## config.mk

```make
export PLATFORM = sky130hd
export DESIGN_NAME = id_exe_stage
export DESIGN_NICKNAME = d
export VERILOG_FILES = /design/src/rtl/id_exe_stage.sv
export SDC_FILE = /design/constraint.sdc
export NUM_CORES = 1
export LEC_CHECK = 0
export ABC_CLOCK_PERIOD_IN_PS = 5400
export CAP_MARGIN = 20
export CORE_MARGIN = 10
export CORE_UTILIZATION = 38
export DETAILED_ROUTE_END_ITERATION = 16
export GPL_TIMING_DRIVEN = 0
export PLACE_DENSITY_LB_ADDON = 0.08
export SYNTH_ARGS = -nofsm -noshare
export SYNTH_HDL_FRONTEND = slang
export SYNTH_SLANG_ARGS = --single-unit
```

## constraint.sdc

```tcl
create_clock -name clk_i -period 5.4 [get_ports clk_i]
set_input_delay 1.62 -clock clk_i [delete_from_list [all_inputs] [get_ports clk_i]]
set_output_delay 1.62 -clock clk_i [all_outputs]
set_load 0.03 [all_outputs]
```

## src/rtl/id_exe_stage.sv

```systemverilog
// rtl/id_exe_stage.sv - ID/EX pipeline register with load-use hazard tracker
//
// Purpose:
//   Captures decoded operands and control from ID into the EX stage register.
//   On every rising edge the register does one of four things, in priority order:
//     1. flush  - a redirect kills the instruction entering EX (NOP bubble)
//     2. hold   - both ID and EX are stopped, so everything is frozen
//     3. bubble - ID is stopped but EX is free, so a NOP enters EX
//     4. advance - the ID instruction moves into EX
//   A small shift register follows loads as they leave EX. stall_req_o is raised
//   combinationally when the instruction in ID reads a register that one of
//   those loads has not yet produced.
//
// Optional feature:
//   ID_EXE_PERF_CNT_EN - adds bubble_cnt_o, a wrapping count of the edges that
//   insert a bubble (flush or bubble case). Without the macro the port and the
//   counter do not exist.
//
// Ports:
//   clk_i          clock, rising edge
//   rst_i          asynchronous active-high reset
//   stall_i        per-stage stop vector; bit STAGE = ID, bit STAGE+1 = EX
//   flush_i        redirect; kills the instruction entering EX
//   op1_i, op2_i   operands from ID
//   reg_we_i       register write enable from ID
//   reg_waddr_i    destination register from ID
//   inst_i         instruction in ID
//   rs1_re_i       ID really reads rs1 (inst_i[19:15])
//   rs2_re_i       ID really reads rs2 (inst_i[24:20])
//   op1_o, op2_o   registered operands
//   reg_we_o       registered write enable
//   reg_waddr_o    registered destination register
//   inst_o         registered instruction (NOP after reset, flush or bubble)
//   inst_is_load_o EX holds a load
//   rd_o           registered inst[11:7]
//   bubble_cnt_o   inserted-bubble count (ID_EXE_PERF_CNT_EN only)
//   stall_req_o    combinational load-use stall request

module id_exe_stage #(
  parameter int DATA_WIDTH  = 32,
  parameter int RDATA_WIDTH = 32,
  parameter int RADDR_WIDTH = 5,
  parameter int STALL_W     = 6,
  parameter int STAGE       = 2,
  parameter int LOAD_LAT    = 1
) (
  input  logic                   clk_i,
  input  logic                   rst_i,
  input  logic [STALL_W-1:0]     stall_i,
  input  logic                   flush_i,
  input  logic [RDATA_WIDTH-1:0] op1_i,
  input  logic [RDATA_WIDTH-1:0] op2_i,
  input  logic                   reg_we_i,
  input  logic [RADDR_WIDTH-1:0] reg_waddr_i,
  input  logic [DATA_WIDTH-1:0]  inst_i,
  input  logic                   rs1_re_i,
  input  logic                   rs2_re_i,
  output logic [RDATA_WIDTH-1:0] op1_o,
  output logic [RDATA_WIDTH-1:0] op2_o,
  output logic                   reg_we_o,
  output logic [RADDR_WIDTH-1:0] reg_waddr_o,
  output logic [DATA_WIDTH-1:0]  inst_o,
  output logic                   inst_is_load_o,
  output logic [RADDR_WIDTH-1:0] rd_o,
`ifdef ID_EXE_PERF_CNT_EN
  output logic [31:0]            bubble_cnt_o,
`endif
  output logic                   stall_req_o
);

  localparam logic [DATA_WIDTH-1:0] NOP_INST = DATA_WIDTH'(32'h0000_0013);
  localparam logic [6:0]            OPC_LOAD = 7'b0000011;

  // Per-edge action of the EX register, in priority order.
  typedef enum logic [1:0] {
    UPD_FLUSH,
    UPD_HOLD,
    UPD_BUBBLE,
    UPD_ADVANCE
  } upd_e;

  logic stall_id;
  logic stall_ex;
  upd_e upd;

  assign stall_id = stall_i[STAGE];
  assign stall_ex = stall_i[STAGE+1];

  // Only the ID and EX bits of the stall vector matter here.
  logic unused_stall;
  assign unused_stall = ^stall_i;

  always_comb begin
    upd = UPD_ADVANCE;
    if (flush_i) begin
      upd = UPD_FLUSH;
    end else if (stall_id && stall_ex) begin
      upd = UPD_HOLD;
    end else if (stall_id) begin
      upd = UPD_BUBBLE;
    end
  end

  // ---------------------------------------------------------------------------
  // EX stage register
  // ---------------------------------------------------------------------------
  logic [RDATA_WIDTH-1:0] op1_q, op1_d;
  logic [RDATA_WIDTH-1:0] op2_q, op2_d;
  logic                   reg_we_q, reg_we_d;
  logic [RADDR_WIDTH-1:0] reg_waddr_q, reg_waddr_d;
  logic [DATA_WIDTH-1:0]  inst_q, inst_d;
  logic                   is_load_q, is_load_d;
  logic [RADDR_WIDTH-1:0] rd_q, rd_d;

  always_comb begin
    op1_d       = op1_q;
    op2_d       = op2_q;
    reg_we_d    = reg_we_q;
    reg_waddr_d = reg_waddr_q;
    inst_d      = inst_q;
    is_load_d   = is_load_q;
    rd_d        = rd_q;
    unique case (upd)
      UPD_FLUSH, UPD_BUBBLE: begin
        op1_d       = '0;
        op2_d       = '0;
        reg_we_d    = 1'b0;
        reg_waddr_d = '0;
        inst_d      = NOP_INST;
        is_load_d   = 1'b0;
        rd_d        = '0;
      end
      UPD_ADVANCE: begin
        op1_d       = op1_i;
        op2_d       = op2_i;
        reg_we_d    = reg_we_i;
        reg_waddr_d = reg_waddr_i;
        inst_d      = inst_i;
        is_load_d   = (inst_i[6:0] == OPC_LOAD);
        rd_d        = RADDR_WIDTH'(inst_i[11:7]);
      end
      default: ;  // UPD_HOLD keeps the defaults
    endcase
  end

  always_ff @(posedge clk_i or posedge rst_i) begin
    if (rst_i) begin
      op1_q       <= '0;
      op2_q       <= '0;
      reg_we_q    <= 1'b0;
      reg_waddr_q <= '0;
      inst_q      <= NOP_INST;
      is_load_q   <= 1'b0;
      rd_q        <= '0;
    end else begin
      op1_q       <= op1_d;
      op2_q       <= op2_d;
      reg_we_q    <= reg_we_d;
      reg_waddr_q <= reg_waddr_d;
      inst_q      <= inst_d;
      is_load_q   <= is_load_d;
      rd_q        <= rd_d;
    end
  end

  assign op1_o          = op1_q;
  assign op2_o          = op2_q;
  assign reg_we_o       = reg_we_q;
  assign reg_waddr_o    = reg_waddr_q;
  assign inst_o         = inst_q;
  assign inst_is_load_o = is_load_q;
  assign rd_o           = rd_q;

  // ---------------------------------------------------------------------------
  // Load tracker
  // Entry 0 is the load currently in EX (taken straight from the EX register,
  // so a flush or bubble clears it for free). Entries 1.. are loads that have
  // left EX but whose data is still not forwardable.
  // ---------------------------------------------------------------------------
  logic [LOAD_LAT-1:0]    ld_vld;
  logic [RADDR_WIDTH-1:0] ld_rd [LOAD_LAT];

  assign ld_vld[0] = is_load_q && (rd_q != '0);
  assign ld_rd[0]  = rd_q;

  generate
    if (LOAD_LAT > 1) begin : g_older
      logic [LOAD_LAT-1:1]    vld_q, vld_d;
      logic [RADDR_WIDTH-1:0] rd_arr_q [1:LOAD_LAT-1];
      logic [RADDR_WIDTH-1:0] rd_arr_d [1:LOAD_LAT-1];

      // Older entries move whenever EX moves; a flush moves EX even when the
      // EX stall bit is set, so the queue keeps draining in that case too.
      always_comb begin
        vld_d = vld_q;
        for (int k = 1; k < LOAD_LAT; k++) begin
          rd_arr_d[k] = rd_arr_q[k];
        end
        if (flush_i || !stall_ex) begin
          for (int k = 1; k < LOAD_LAT; k++) begin
            vld_d[k]    = ld_vld[k-1];
            rd_arr_d[k] = ld_rd[k-1];
          end
        end
      end

      always_ff @(posedge clk_i or posedge rst_i) begin
        if (rst_i) begin
          vld_q <= '0;
          for (int k = 1; k < LOAD_LAT; k++) begin
            rd_arr_q[k] <= '0;
          end
        end else begin
          vld_q <= vld_d;
          for (int k = 1; k < LOAD_LAT; k++) begin
            rd_arr_q[k] <= rd_arr_d[k];
          end
        end
      end

      for (genvar g = 1; g < LOAD_LAT; g++) begin : g_map
        assign ld_vld[g] = vld_q[g];
        assign ld_rd[g]  = rd_arr_q[g];
      end
    end
  endgenerate

  // ---------------------------------------------------------------------------
  // Hazard detection
  // ---------------------------------------------------------------------------
  logic [RADDR_WIDTH-1:0] rs1_addr;
  logic [RADDR_WIDTH-1:0] rs2_addr;
  logic                   stall_req;

  assign rs1_addr = RADDR_WIDTH'(inst_i[19:15]);
  assign rs2_addr = RADDR_WIDTH'(inst_i[24:20]);

  // x0 is excluded on the source side as well; tracker entries with rd=0
  // are already marked invalid.
  always_comb begin
    stall_req = 1'b0;
    for (int k = 0; k < LOAD_LAT; k++) begin
      if (ld_vld[k]) begin
        if (rs1_re_i && (rs1_addr == ld_rd[k]) && (rs1_addr != '0)) begin
          stall_req = 1'b1;
        end
        if (rs2_re_i && (rs2_addr == ld_rd[k]) && (rs2_addr != '0)) begin
          stall_req = 1'b1;
        end
      end
    end
  end

  assign stall_req_o = stall_req;

  // ---------------------------------------------------------------------------
  // Optional bubble counter
  // ---------------------------------------------------------------------------
`ifdef ID_EXE_PERF_CNT_EN
  logic [31:0] bubble_cnt_q, bubble_cnt_d;

  always_comb begin
    bubble_cnt_d = bubble_cnt_q;
    if (upd == UPD_FLUSH || upd == UPD_BUBBLE) begin
      bubble_cnt_d = bubble_cnt_q + 32'd1;
    end
  end

  always_ff @(posedge clk_i or posedge rst_i) begin
    if (rst_i) begin
      bubble_cnt_q <= '0;
    end else begin
      bubble_cnt_q <= bubble_cnt_d;
    end
  end

  assign bubble_cnt_o = bubble_cnt_q;
`endif

endmodule

```

==> metrics.cfg, run 1 <==
[final_layout]
syn_to_final_growth_pct=66.1
postLayoutCellArea_sq_um=6460
seq_area_sq_um=2580
fill_cells=788
multi_input_area_sq_um=1100
drive_above_1_share_pct=8.30
fin_nets=602
antennaDiodeCount=0

[synthesis]
netlist.area_leader.share_pct=64.3
synth_top_family_by_area=compound AO/OA/AOI/OAI gates
yosysWarnings=0
synth-edff-count=0
synth_area_leaders=dfrtp_1, a22o_1, buf_6
yosys-top-cells-count=dfrtp_1, a22o_1, buf_6, clkbuf_1, xor2_1
synth-compound-area-share_pct=24.0
yosys_most_used_dff=dfrtp_1
syn_area_per_cell_sq_um=14.9
synth_seq_cells=103
synth_mux_area_share_pct=0
synth-async-reset-ratio_pct=100
synth_xor_area_share_pct=1.80
synthAdderAreaFrac_pct=0
yosysTopAreaCell=dfrtp_1
netlist_area_sq_um=3890
synth_most_common_cell=dfrtp_1
ys_types=24
synth_nets=374
synth-seq-area-share_pct=66.4
synthSimpleGateAreaFrac_pct=2.44
syn_inst=261

[sta]
report.final.slew_viol_count=0
hold_ws_ns=0.512
finalHoldViolations=0
worst_pin_slew_ns=0.694
fin_crit_sh_pct=94.8
rsz0062_at_grt=no
fmax_mhz=195
max_slew_margin_pct=53.7
setup-violations-final=0
period_minus_slack_ns=5.12
skew_ns=0

[grt]
antenna_found_initial=0
grt_pass1_wl_um=20100
track_usage_pct=17.3
grt.overflow.total=0
grt_max_degree=56
grt_pass1_vias=3537

[pwr]
power.total_w=0.00168
power_density_nw_per_um2=260
peakVddDrop_mv=0.169
p_leak_nw=2.86

[clock_tree]
tritoncts=built
clock_path_buffers=2
clk_pin_slew_worst_paths_ns=0.09
clkSinkCount=103
clkLatencyLatePin_ns=0.35
post_cts_buffers=0
hold_buffers=0
cts_buffers=9
h-tree-depth=3
clockRootBuffer=clkbuf_8
post_cts_resized=0

[floorplanning]
die_area_sq_um=14700
start_util_pct=39.4
die_height_um=121
fp-row-count=36
die_w_um=121
core_sq_um=9860
pin_count=222

[worst_setup_path]
cpMaxStageDelayCell=clkdlybuf4s50_1
cp_cell_sequence=clkdlybuf4s50_1, xor2_1, nor3_1, o2111ai_1, a21oi_1, clkdlybuf4s50_1
critPathMaxFanout=3
cp.required_ns=3.78
cp-start-kind=input port
arrival_ns=3.50
max_stage_delay_ns=0.71
path_class=input port to output port
end_kind=output port
crit_top_cell=clkdlybuf4s50_1

[worst_hold_path]
hold_class=register to register

[route]
wl_per_cell_um=20.6
drtAntennaViolNets=0
drt_pre_antenna_iters=4
drtIter0Drc=156
drc=0
routed_via_density=5.08
vias=3185
wirelength_um=12900

[place]
post-dp-hpwl_um=10000
portBuffers=216
routabilityCongestion=0.755
placed_cell_area_sq_um=6250

[run_status]
status=finished, final reports clean

[run]
cap_violations=0

kinds of logic (layout without fill, tap and decap cells):
kind of cell | after synthesis | count (layout)
compound gates | 107 | 107
flops | 103 | 103
buf+inv | 28 | 261
simple gates | 15 | 15
xor+xnor | 8 | 8
final timing paths:
check                                      start                     to  slack (ns)  cells past startpoint
max                                   inst_i[23]            stall_req_o        0.28                      6
max in group asynchronous                  rst_i  inst_o[4]$_DFFE_PP1P_        2.96                      3
min                        op1_o[30]$_DFFE_PP0P_  op1_o[30]$_DFFE_PP0P_        0.51                      1
min reg2reg                op1_o[30]$_DFFE_PP0P_  op1_o[30]$_DFFE_PP0P_        0.51                      1
max reg2reg                inst_o[9]$_DFFE_PP0P_  inst_o[9]$_DFFE_PP0P_        4.57                      1
min in group asynchronous                  rst_i  op2_o[23]$_DFFE_PP0P_        1.72                      2
worst max-delay path: cells and delay by family:
family	cells	cell delay [ns]
compound gates	2	0.27
xor+xnor	1	0.19
buf+inv	2	1.20
simple gates	1	0.21
layer usage:
| metal | global-route usage, % | vias up | wire length, um |
|---|---|---|---|
| met1 | 20.4 | 1586 | 5170 |
| met4 | 4.69 | 0 | 158 |
| met5 | 0 | - | 0 |
| li1 | - | 1459 | - |
| met2 | 28.3 | 128 | 6320 |
| met3 | 7.31 | 12 | 1270 |
flip-flops by register name, summed over array words and instances, names as in the netlist:
register and flops:
inst_is_load_o 1, inst_o 32, op1_o 32, op2_o 32, reg_waddr_o 5, reg_we_o 1
cells in the final DEF (no fill, tap or decap), types with 2 or more instances in the layout:
| cell | netlist | final |
|---|---|---|
| buf_2 | 3 | 3 |
| clkbuf_8 | 0 | 10 |
| dfstp_2 | 3 | 3 |
| nor4_1 | 3 | 3 |
| clkbuf_1 | 8 | 8 |
| o2111ai_1 | 2 | 2 |
| dfrtp_1 | 100 | 100 |
| xnor2_1 | 2 | 2 |
| and2_1 | 2 | 2 |
| o32a_1 | 3 | 3 |
| a22o_1 | 99 | 99 |
| clkinv_4 | 0 | 2 |
| xor2_1 | 6 | 6 |
| buf_6 | 11 | 11 |
| nor3_1 | 4 | 4 |
| buf_4 | 5 | 5 |
| clkdlybuf4s50_1 | 0 | 216 |
metrics by stage:
stage / util, % / instances / worst slack (ns) / setup TNS (ns)
2_1_floorplan: - / 261 / 1.08 / 0
3_3_place_gp: 63.0 / 610 / -0.512 / -50.61
3_5_place_dp: 63.3 / 611 / 0.292 / 0
4_1_cts: 65.5 / 627 / 0.272 / 0
5_1_grt: 65.5 / 627 / 0.216 / 0
6_report: 65.5 / 627 / 0.280 / 0
cell type report:
cell class	count	area share (%)
plain buffers	27	3.20
clock buffers	10	2.13
clock inverters	6	1.16
inverters	1	0.0968
multi-input cells	130	17.0
flip-flops and latches	103	39.9
well taps	133	2.58
repair buffers	217	33.9
report_power, final:
| group | leakage, nW | switching, W | internal, W |
|---|---|---|---|
| Clock | 0.105 | 0.000277 | 0.000234 |
| Combinational | 1.38 | 0.000165 | 0.000172 |
| Sequential | 1.37 | 0.0000234 | 0.000808 |
| Total | 2.86 | 0.000466 | 0.00121 |
Note: power is estimated with default switching activity, not from simulation.
==> run 2: changes to the inputs <==
- CTS_CLUSTER_SIZE: default -> 30
==> results of run 2 <==
The final DEF is identical to that of run 1; final timing and power are the same.
==> run 3: changes to the inputs <==
- CELL_PAD_IN_SITES_DETAIL_PLACEMENT: default -> 1
- CELL_PAD_IN_SITES_GLOBAL_PLACEMENT: default -> 2
- CORE_UTILIZATION: 38 -> 23
- RECOVER_POWER: default -> 100
==> run 3 against run 2 <==
Net effect:
- the flow now finishes with violations (capacitance limit, slew limit)
- clock-buffer cell count is 1 higher
- combinational power is 6% lower
- via count is 1.4% higher
- sequential cell count stayed put
- worst hold slack worse by 0.017 ns
- sequential power hardly changed
- critical path depth stayed put
- non-clock buffer count stayed put
- maximum frequency is 0.91% lower
- cell count is 14% higher
- sequential share of layout area is 0.64 points lower
- global-route usage is 4.1 points lower
- critical endpoint unchanged
- largest power group unchanged
==> metrics.cfg, run 3 (synthesized netlist as in run 1, its figures left out) <==
[run_status]
status=finished with violations
violations=capacitance limit, slew limit

[pwr]
peakVddDrop_mv=0.140
p_leak_nw=3.12
power_density_nw_per_um2=282

[floorplanning]
fp-row-count=47
die_height_um=150
die_w_um=150
die_area_sq_um=22500
core_sq_um=16600
pin_count=222
start_util_pct=23.5

[worst_setup_path]
end_kind=output port
cp-start-kind=input port
arrival_ns=3.55
cp_cell_sequence=clkdlybuf4s50_1, xor2_1, nor3_1, o2111ai_1, a21oi_1, dlygate4sd3_1
r2r-start=inst_o[9]$_DFFE_PP0P_
critPathMaxFanout=3
max_stage_delay_ns=0.77
cp.required_ns=3.78
startpoint=inst_i[23]
path_class=input port to output port
cpMaxStageDelayCell=dlygate4sd3_1

[place]
portBuffers=216
routabilityCongestion=0.689
post-dp-hpwl_um=11300

[grt]
grt_pass1_vias=3711
track_usage_pct=13.2
antenna_found_initial=0
grt_pass1_wl_um=22800
grt.overflow.total=0
grt_max_degree=61

[clock_tree]
tritoncts=built
post_cts_resized=0
h-tree-depth=3
clkLatencyLatePin_ns=0.34
cts_buffers=9
clk_pin_slew_worst_paths_ns=0.07
clock_path_buffers=2
post_cts_buffers=0
clkSinkCount=103
clockRootBuffer=clkbuf_16
hold_buffers=0

[sta]
skew_ns=0
report.final.slew_viol_count=106
fmax_mhz=194
fin_setup_tns_ns=0
rsz0062_at_grt=no
finalHoldViolations=0
setup-violations-final=0
hold_ws_ns=0.496
period_minus_slack_ns=5.17
fin_crit_sh_pct=95.7
worst_pin_slew_ns=1.97
max_slew_margin_pct=-32.4

[route]
drc=0
vias=3230
drtAntennaViolNets=0
routed_via_density=4.52
drt_pre_antenna_iters=4
wl_per_cell_um=20.7
drtIter0Drc=84
wirelength_um=14800

[worst_hold_path]
hold_class=register to register
hp-start=inst_o[19]$_DFFE_PP0P_

[final_layout]
antennaDiodeCount=0
layout_common_cells=dlygate4sd3_1, clkdlybuf4s50_1, dfrtp_1
fin_nets=602
syn_to_final_growth_pct=68.8
layout_commonest_cell=dlygate4sd3_1
drive_above_1_share_pct=5.67

[run]
cap_violations=2

[run 3: area by class of cell]
type | instances | area (sq um)
flip-flops and latches | 103 | 2580
plain buffers | 27 | 124
repair buffers | 217 | 2170
fillers | 1782 | 10000
inverters | 1 | 5.00
clock buffers | 11 | 233
well taps | 220 | 275
clock inverters | 5 | 82.6
multi-input cells | 130 | 1100
[run 3: through the flow]
step / worst slack, ns / instances / instance area [sq um] / utilization [%] / power, W
after floorplan: 1.08 / 261 / 3890 / - / 0.000996
after global placement: -0.802 / 697 / 6330 / 38.2 / 0.00119
after detailed placement: 0.279 / 698 / 6360 / 38.3 / 0.00119
after CTS: 0.270 / 714 / 6670 / 40.2 / 0.00191
after global routing: 0.101 / 714 / 6570 / 39.6 / 0.00194
final: 0.233 / 714 / 6570 / 39.6 / 0.00185
[run 3: worst paths after layout]
check                                          to  slack [ns]  depth (start not counted)
setup / recovery                      stall_req_o        0.23                          6
hold / removal             inst_o[19]$_DFFE_PP0P_        0.50                          1
setup reg to reg            inst_o[9]$_DFFE_PP0P_        4.58                          1
hold reg to reg            inst_o[19]$_DFFE_PP0P_        0.50                          1
max in group asynchronous   op1_o[18]$_DFFE_PP0P_        0.90                          3
min in group asynchronous   op2_o[15]$_DFFE_PP0P_        2.24                          2
[run 3: per-layer routing]
layer | wire, um | share of wire, % | vias up | track usage [%]
met5 | 0 | 0 | - | 0
met4 | 209 | 1.4 | 0 | 4.47
met3 | 1450 | 9.8 | 15 | 5.59
met2 | 7350 | 50 | 117 | 21.6
met1 | 5760 | 39 | 1630 | 15.2
li1 | - | - | 1468 | -
[run 3: power by group]
part,total (W),switching (W),internal (W)
combinational,0.000319,0.000168,0.000152
clock,0.000703,0.000295,0.000408
sequential,0.000829,0.0000213,0.000808
total,0.00185,0.000484,0.00137
[run 3: critical path: cells and delay by family]
kind | cells | cell delay, ns
AOI/OAI and AO/OA | 2 | 0.29
buffers and inverters | 2 | 1.24
xor gates and xnor gates | 1 | 0.18
and+or+nand+nor | 1 | 0.21
